File: src/rtl/vector_control_seq.sv
// Sequenced vector opcode decoder: accepts one opcode + vector length, then
// issues the registered datapath controls as a stream of lane-group beats.
module vector_control_seq #(
    parameter int NUM_LANES  = 4,
    parameter int VLEN_W     = 8,
    parameter int DIV_CYCLES = 4
) (
    input  logic                 clk,
    input  logic                 rst,
    input  logic                 in_valid,
    output logic                 in_ready,
    input  logic [3:0]           opcode,
    input  logic [VLEN_W-1:0]    vlen,
    output logic                 out_valid,
    input  logic                 out_ready,
    output logic                 regWrite,
    output logic                 aluSrc,
    output logic                 PCSrc,
    output logic                 immSrc,
    output logic                 flagUpdate,
    output logic                 memToReg,
    output logic                 memWrite,
    output logic                 ra2Src,
    output logic                 ra1Src,
    output logic                 aluSrc1,
    output logic                 aluSrc2,
    output logic                 zeroToAlu,
    output logic [2:0]           aluControl,
    output logic [VLEN_W-1:0]    elem_idx,
    output logic [NUM_LANES-1:0] lane_mask,
    output logic                 last,
    output logic                 illegal
);

    localparam int LANE_SHIFT = (NUM_LANES > 1) ? $clog2(NUM_LANES) : 0;
    localparam int WAIT_W     = (DIV_CYCLES > 2) ? $clog2(DIV_CYCLES - 1) : 1;
    localparam logic [WAIT_W-1:0] WAIT_LOAD =
        (DIV_CYCLES > 2) ? WAIT_W'(DIV_CYCLES - 2) : '0;
    localparam logic [VLEN_W-1:0] LANE_STEP = VLEN_W'(NUM_LANES);
    localparam bit DIV_STALLS = (DIV_CYCLES > 1);

    typedef enum logic [1:0] {
        IDLE,
        WAIT,
        ISSUE
    } state_t;

    typedef enum logic [3:0] {
        OP_MUL    = 4'b0000,
        OP_DIV    = 4'b0001,
        OP_LOAD   = 4'b0010,
        OP_STORE  = 4'b0011,
        OP_ADD    = 4'b0100,
        OP_SUB    = 4'b0101,
        OP_ADDI   = 4'b0110,
        OP_SUBI   = 4'b0111,
        OP_BRANCH = 4'b1000,
        OP_BEQ    = 4'b1001
    } opcode_t;

    typedef struct packed {
        logic       reg_write;
        logic       alu_src;
        logic       pc_src;
        logic       imm_src;
        logic       flag_update;
        logic       mem_to_reg;
        logic       mem_write;
        logic       ra2_src;
        logic       ra1_src;
        logic       alu_src1;
        logic       alu_src2;
        logic       zero_to_alu;
        logic [2:0] alu_control;
        logic       illegal;
    } ctrl_t;

    state_t              state;
    state_t              state_d;
    ctrl_t               dec;
    ctrl_t               ctrl_q;
    logic                single_beat_d;
    logic                accept;
    logic                advance;
    logic                load_wait;
    logic                is_div_q;
    logic [WAIT_W-1:0]   wait_cnt;
    logic [VLEN_W-1:0]   vlen_q;
    logic [VLEN_W-1:0]   beats_left;
    logic [VLEN_W-1:0]   vlen_eff;
    logic [VLEN_W-1:0]   first_left;
    logic [NUM_LANES-1:0] first_mask;
    logic [VLEN_W-1:0]   elem_next;
    logic                final_next;
    logic [NUM_LANES-1:0] mask_next;

    // Lanes 0..count-1 active; count is always in 1..NUM_LANES where used.
    function automatic logic [NUM_LANES-1:0] lane_fill(input logic [VLEN_W-1:0] count);
        logic [NUM_LANES-1:0] m;
        m = '0;
        for (int unsigned i = 0; i < NUM_LANES; i++) begin
            m[i] = (i < 32'(count));
        end
        return m;
    endfunction

    always_comb begin
        dec           = '0;
        single_beat_d = 1'b0;
        case (opcode)
            OP_MUL: begin
                dec.alu_control = 3'b001;
                dec.reg_write   = 1'b1;
                dec.flag_update = 1'b1;
                dec.mem_to_reg  = 1'b1;
            end
            OP_DIV: begin
                dec.alu_control = 3'b010;
                dec.reg_write   = 1'b1;
                dec.flag_update = 1'b1;
                dec.mem_to_reg  = 1'b1;
            end
            OP_LOAD: begin
                dec.reg_write   = 1'b1;
                dec.alu_src     = 1'b1;
                dec.flag_update = 1'b1;
                dec.imm_src     = 1'b1;
                dec.alu_src1    = 1'b1;
                dec.zero_to_alu = 1'b1;
            end
            OP_STORE: begin
                dec.alu_src     = 1'b1;
                dec.imm_src     = 1'b1;
                dec.mem_write   = 1'b1;
                dec.ra2_src     = 1'b1;
                dec.alu_src1    = 1'b1;
                dec.zero_to_alu = 1'b1;
            end
            OP_ADD, OP_SUB: begin
                dec.alu_control = (opcode == OP_SUB) ? 3'b100 : 3'b000;
                dec.reg_write   = 1'b1;
                dec.flag_update = 1'b1;
                dec.mem_to_reg  = 1'b1;
            end
            OP_ADDI, OP_SUBI: begin
                dec.alu_control = (opcode == OP_SUBI) ? 3'b100 : 3'b000;
                dec.reg_write   = 1'b1;
                dec.alu_src     = 1'b1;
                dec.flag_update = 1'b1;
                dec.mem_to_reg  = 1'b1;
                dec.alu_src1    = 1'b1;
                dec.zero_to_alu = 1'b1;
            end
            OP_BRANCH: begin
                dec.alu_src     = 1'b1;
                dec.pc_src      = 1'b1;
                dec.flag_update = 1'b1;
                dec.mem_to_reg  = 1'b1;
                dec.ra2_src     = 1'b1;
                dec.ra1_src     = 1'b1;
                dec.alu_src1    = 1'b1;
                dec.zero_to_alu = 1'b1;
                single_beat_d   = 1'b1;
            end
            OP_BEQ: begin
                dec.alu_control = 3'b011;
                dec.pc_src      = 1'b1;
                dec.flag_update = 1'b1;
                dec.mem_to_reg  = 1'b1;
                single_beat_d   = 1'b1;
            end
            default: begin
                dec.mem_to_reg  = 1'b1;
                dec.illegal     = 1'b1;
                single_beat_d   = 1'b1;
            end
        endcase
    end

    // beats_left holds (beats remaining - 1), so it never exceeds vlen-1 and
    // fits in VLEN_W bits even for the largest vector length.
    always_comb begin
        vlen_eff   = (vlen == '0) ? VLEN_W'(1) : vlen;
        first_left = single_beat_d ? '0 : ((vlen_eff - VLEN_W'(1)) >> LANE_SHIFT);
        if (first_left != '0) begin
            first_mask = '1;
        end else if (single_beat_d) begin
            first_mask = lane_fill(VLEN_W'(1));
        end else begin
            first_mask = lane_fill(vlen_eff);
        end
    end

    always_comb begin
        elem_next  = elem_idx + LANE_STEP;
        final_next = (beats_left == VLEN_W'(1));
        mask_next  = final_next ? lane_fill(vlen_q - elem_next) : '1;
    end

    assign in_ready = (state == IDLE) & ~rst;

    always_ff @(posedge clk) begin
        if (rst) begin
            state <= IDLE;
        end else begin
            state <= state_d;
        end
    end

    always_comb begin
        state_d   = state;
        out_valid = 1'b0;
        accept    = 1'b0;
        advance   = 1'b0;
        load_wait = 1'b0;
        case (state)
            IDLE: begin
                if (in_valid && in_ready) begin
                    accept = 1'b1;
                    if (opcode == OP_DIV && DIV_STALLS) begin
                        state_d   = WAIT;
                        load_wait = 1'b1;
                    end else begin
                        state_d = ISSUE;
                    end
                end
            end
            WAIT: begin
                if (wait_cnt == '0) begin
                    state_d = ISSUE;
                end
            end
            ISSUE: begin
                out_valid = 1'b1;
                if (out_ready) begin
                    if (last) begin
                        state_d = IDLE;
                    end else begin
                        advance = 1'b1;
                        if (is_div_q && DIV_STALLS) begin
                            state_d   = WAIT;
                            load_wait = 1'b1;
                        end
                    end
                end
            end
            default: state_d = IDLE;
        endcase
    end

    always_ff @(posedge clk) begin
        if (rst) begin
            ctrl_q     <= '0;
            vlen_q     <= '0;
            elem_idx   <= '0;
            beats_left <= '0;
            lane_mask  <= '0;
            last       <= 1'b0;
            is_div_q   <= 1'b0;
            wait_cnt   <= '0;
        end else begin
            if (accept) begin
                ctrl_q     <= dec;
                vlen_q     <= vlen_eff;
                elem_idx   <= '0;
                beats_left <= first_left;
                lane_mask  <= first_mask;
                last       <= (first_left == '0);
                is_div_q   <= (opcode == OP_DIV);
            end else if (advance) begin
                elem_idx   <= elem_next;
                beats_left <= beats_left - VLEN_W'(1);
                lane_mask  <= mask_next;
                last       <= final_next;
            end
            if (load_wait) begin
                wait_cnt <= WAIT_LOAD;
            end else if (state == WAIT && wait_cnt != '0) begin
                wait_cnt <= wait_cnt - WAIT_W'(1);
            end
        end
    end

    assign regWrite   = ctrl_q.reg_write;
    assign aluSrc     = ctrl_q.alu_src;
    assign PCSrc      = ctrl_q.pc_src;
    assign immSrc     = ctrl_q.imm_src;
    assign flagUpdate = ctrl_q.flag_update;
    assign memToReg   = ctrl_q.mem_to_reg;
    assign memWrite   = ctrl_q.mem_write;
    assign ra2Src     = ctrl_q.ra2_src;
    assign ra1Src     = ctrl_q.ra1_src;
    assign aluSrc1    = ctrl_q.alu_src1;
    assign aluSrc2    = ctrl_q.alu_src2;
    assign zeroToAlu  = ctrl_q.zero_to_alu;
    assign aluControl = ctrl_q.alu_control;
    assign illegal    = ctrl_q.illegal;

endmodule

File: config.mk
export PLATFORM = sky130hd
export DESIGN_NAME = vector_control_seq
export DESIGN_NICKNAME = d
export VERILOG_FILES = /design/src/rtl/vector_control_seq.sv
export SDC_FILE = /design/constraint.sdc
export NUM_CORES = 1
export LEC_CHECK = 0
export ABC_AREA = 1
export BUFFER_PORTS_ARGS = -buffer_cell sky130_fd_sc_hd__clkbuf_2
export CORE_MARGIN = 10
export CORE_UTILIZATION = 35
export DETAILED_ROUTE_END_ITERATION = 7
export GPL_ROUTABILITY_DRIVEN = 0
export PLACE_DENSITY = 0.56
export SYNTH_ARGS = -nofsm -noshare
export SYNTH_HDL_FRONTEND = slang
export SYNTH_SLANG_ARGS = --single-unit
File: constraint.sdc
create_clock -name clk -period 2.3 [get_ports clk]
set_input_delay 0.23 -clock clk [delete_from_list [all_inputs] [get_ports clk]]
set_output_delay 0.23 -clock clk [all_outputs]
set_load 0.02 [all_outputs]
==> results.json <==
{
  "status": "completed",
  "dr.pass1.iters": 4,
  "fin_area_mm2": 0.00293,
  "clkTransAtPathRegs_ns": 0.08,
  "ys_seq_area_frac": 0.353,
  "rsz0062_at_grt": "no",
  "cp-endpoint": "lane_mask[0]$_SDFFE_PP0P_",
  "die_w_um": 105,
  "io_pins": 47,
  "worst_pin_slew_ns": 0.858,
  "slew_headroom": 0.428,
  "cts-root-buf": "clkbuf_8",
  "ys_types": 41,
  "cts_resized": 0,
  "die_area_mm2": 0.0111,
  "maxCapViolCount": 0,
  "avgRoutedWirePerCell_um": 13.0,
  "ir_drop_mv": 0.293,
  "post_cts_buffers": 0,
  "ff2ff_path_depth": 15,
  "max_freq_mhz": 476,
  "fp.dieH_um": 105,
  "hpwl_mm": 4.98,
  "synth_warnings": 0,
  "antenna_cells": 0,
  "clock_sinks": 45,
  "regToRegStartpoint": "elem_idx[2]$_SDFFE_PP0P_",
  "final_core_util": 0.408,
  "hold_violations": 0,
  "cp-end-kind": "register",
  "setup.worst_path.start": "elem_idx[2]$_SDFFE_PP0P_",
  "clock_latency_ns": 0.29,
  "power.leakage_uw": 0.00138,
  "nets": 425,
  "globalRouteTotalUtil": 0.113,
  "syn_inst": 357,
  "crit_arrival_ns": 2.30,
  "dp_cells": 492,
  "slew_viol_final": 0,
  "antenna_found_initial": 0,
  "synth_seq_cells": 45,
  "reg2reg_to": "lane_mask[0]$_SDFFE_PP0P_",
  "cts_tree": "done",
  "rows": 31,
  "grt_pass1_wl_mm": 10.5,
  "tns_ns": 0,
  "fin_worst_skew_ns": 0.00710,
  "cp.required_ns": 2.49,
  "final_common_cell": "nand2_1",
  "cts_buffer_depth": 2,
  "final_cells": 500,
  "grt-ovfl-total": 0,
  "viasPerCell": 4.66,
  "core_area_mm2": 0.00718,
  "drt_iter0_markers": 120,
  "htreeDepth": 2,
  "start_util": 0.355,
  "finalCritPeriodShare": 0.914,
  "syn_avg_cell_area_um2": 7.14,
  "power_density_mw_per_mm2": 619,
  "layout_common_cells": "nand2_1, dfxtp_1, inv_1, clkbuf_2, nand3_1",
  "io_buffer_count": 43,
  "min_period_ns": 2.10,
  "cp_max_fo": 4,
  "synth_area_mm2": 0.00255,
  "criticalPathCategory": "reg -> reg",
  "wl_mm": 6.48,
  "post_dp_cell_area_mm2": 0.00284,
  "ant_nets": 0,
  "rrSetupSlack_ns": 0.20,
  "cts_buffers": 5,
  "vias": 2331,
  "hold_buffers": 0,
  "start_kind": "register",
  "synthToLayoutAreaGrowth_pct": 14.9,
  "hp-class": "in -> reg",
  "grt_max_degree": 19,
  "first_global_vias": 2207,
  "drive_gt1_frac": 0.214,
  "finalSetupViolCount": 0,
  "drc_errors": 0
}
==> cell usage after synthesis, drive strengths merged <==
library cell | instances | share of area
nor4 | 1 | 0.0025
nor3 | 4 | 0.0079
a31oi | 3 | 0.0074
a21oi | 21 | 0.044
nor2 | 35 | 0.064
xor2 | 2 | 0.0069
a22o | 1 | 0.0034
o211a | 1 | 0.0039
o21a | 1 | 0.0029
a32o | 2 | 0.0079
clkbuf | 4 | 0.0059
dfxtp | 45 | 0.35
nand4 | 4 | 0.0098
ha | 8 | 0.039
buf | 12 | 0.036
a22oi | 2 | 0.0059
o31ai | 1 | 0.0029
o21ai | 28 | 0.055
conb | 1 | 0.0015
inv | 50 | 0.074
a211oi | 4 | 0.014
nand3b | 1 | 0.0029
o211ai | 2 | 0.0059
xnor2 | 3 | 0.010
nand3 | 33 | 0.082
nand2 | 79 | 0.12
nor3b | 1 | 0.0029
or2 | 1 | 0.0025
fa | 1 | 0.0079
o22ai | 6 | 0.015
==> how the worst min path moves through the flow <==
stage                                           from                    endpoint  slack (ns)  depth (start not counted)
after floorplan                              vlen[5]      vlen_q[5]$_SDFFE_PP0P_        0.34                          2
after global placement    aluControl[1]$_SDFFE_PP0P_  aluControl[1]$_SDFFE_PP0P_        0.44                          2
after detailed placement  aluControl[1]$_SDFFE_PP0P_  aluControl[1]$_SDFFE_PP0P_        0.45                          2
after CTS                                    vlen[5]      vlen_q[5]$_SDFFE_PP0P_        0.18                          3
after global routing                         vlen[7]      vlen_q[7]$_SDFFE_PP0P_        0.21                          3
final                                        vlen[5]      vlen_q[5]$_SDFFE_PP0P_        0.19                          3
==> layout make-up <==
cell class                      count  area, um2
Fill cell                         771       4250
Multi-Input combinational cell    248       1360
Sequential cell                    45        901
Timing Repair Buffer               50        268
Inverter                           50        188
Tap cell                           99        124
Clock buffer                        7       76.3
Clock inverter                      1       7.51
==> per-stage QoR <==
step | worst slack, ns | hold WS [ns] | power (uW)
after floorplan | 0.124 | 0.343 | 1230
after global placement | 0.216 | 0.437 | 1350
after detailed placement | 0.160 | 0.447 | 1350
after CTS | 0.154 | 0.181 | 1830
after global routing | 0.00227 | 0.205 | 1930
final | 0.198 | 0.193 | 1810
==> kinds of logic after synthesis <==
family / Yosys count / share of synthesized area
adder cells (fa/ha/maj): 9 / 0.0471
XOR/XNOR: 5 / 0.0172
AO/OA/AOI/OAI: 72 / 0.168
flip-flops: 45 / 0.353
AND/OR/NAND/NOR: 159 / 0.297
other: 1 / 0.00147
buffers and inverters: 66 / 0.115
==> worst max-delay path, cell delays in order, from the launching register on <==
cell     delay [ns]
dfxtp_1        0.34
ha_1           0.23
xnor2_1        0.19
ha_1           0.31
nand2_1        0.08
nand2_1        0.04
nor2_1         0.17
inv_1          0.06
nand2_1        0.06
nand3_1        0.07
nor2_2         0.09
nand3_2        0.09
nand2_2        0.08
nand2_2        0.05
o21ai_1        0.11
inv_1          0.04
==> routing by layer <==
layer  share of wire  up-vias  GRT usage
li1                -     1247          -
met1            0.48     1034      0.141
met2            0.44       48      0.178
met3           0.072        2     0.0445
met4          0.0034        0     0.0284
met5               0        -          0
==> state kept, by name (all words and copies together) (netlist names), 2 cells and up <==
| name | cells |
|---|---|
| aluControl | 3 |
| wait_cnt | 2 |
| lane_mask | 4 |
| beats_left | 8 |
| elem_idx | 6 |
| state | 2 |
| vlen_q | 8 |
==> power by group <==
part | leakage [uW] | switching [uW] | internal [uW]
Clock | 0.0000385 | 265 | 215
Combinational | 0.000970 | 298 | 164
Sequential | 0.000368 | 37.7 | 834
Power figures use the tool's default switching activity.
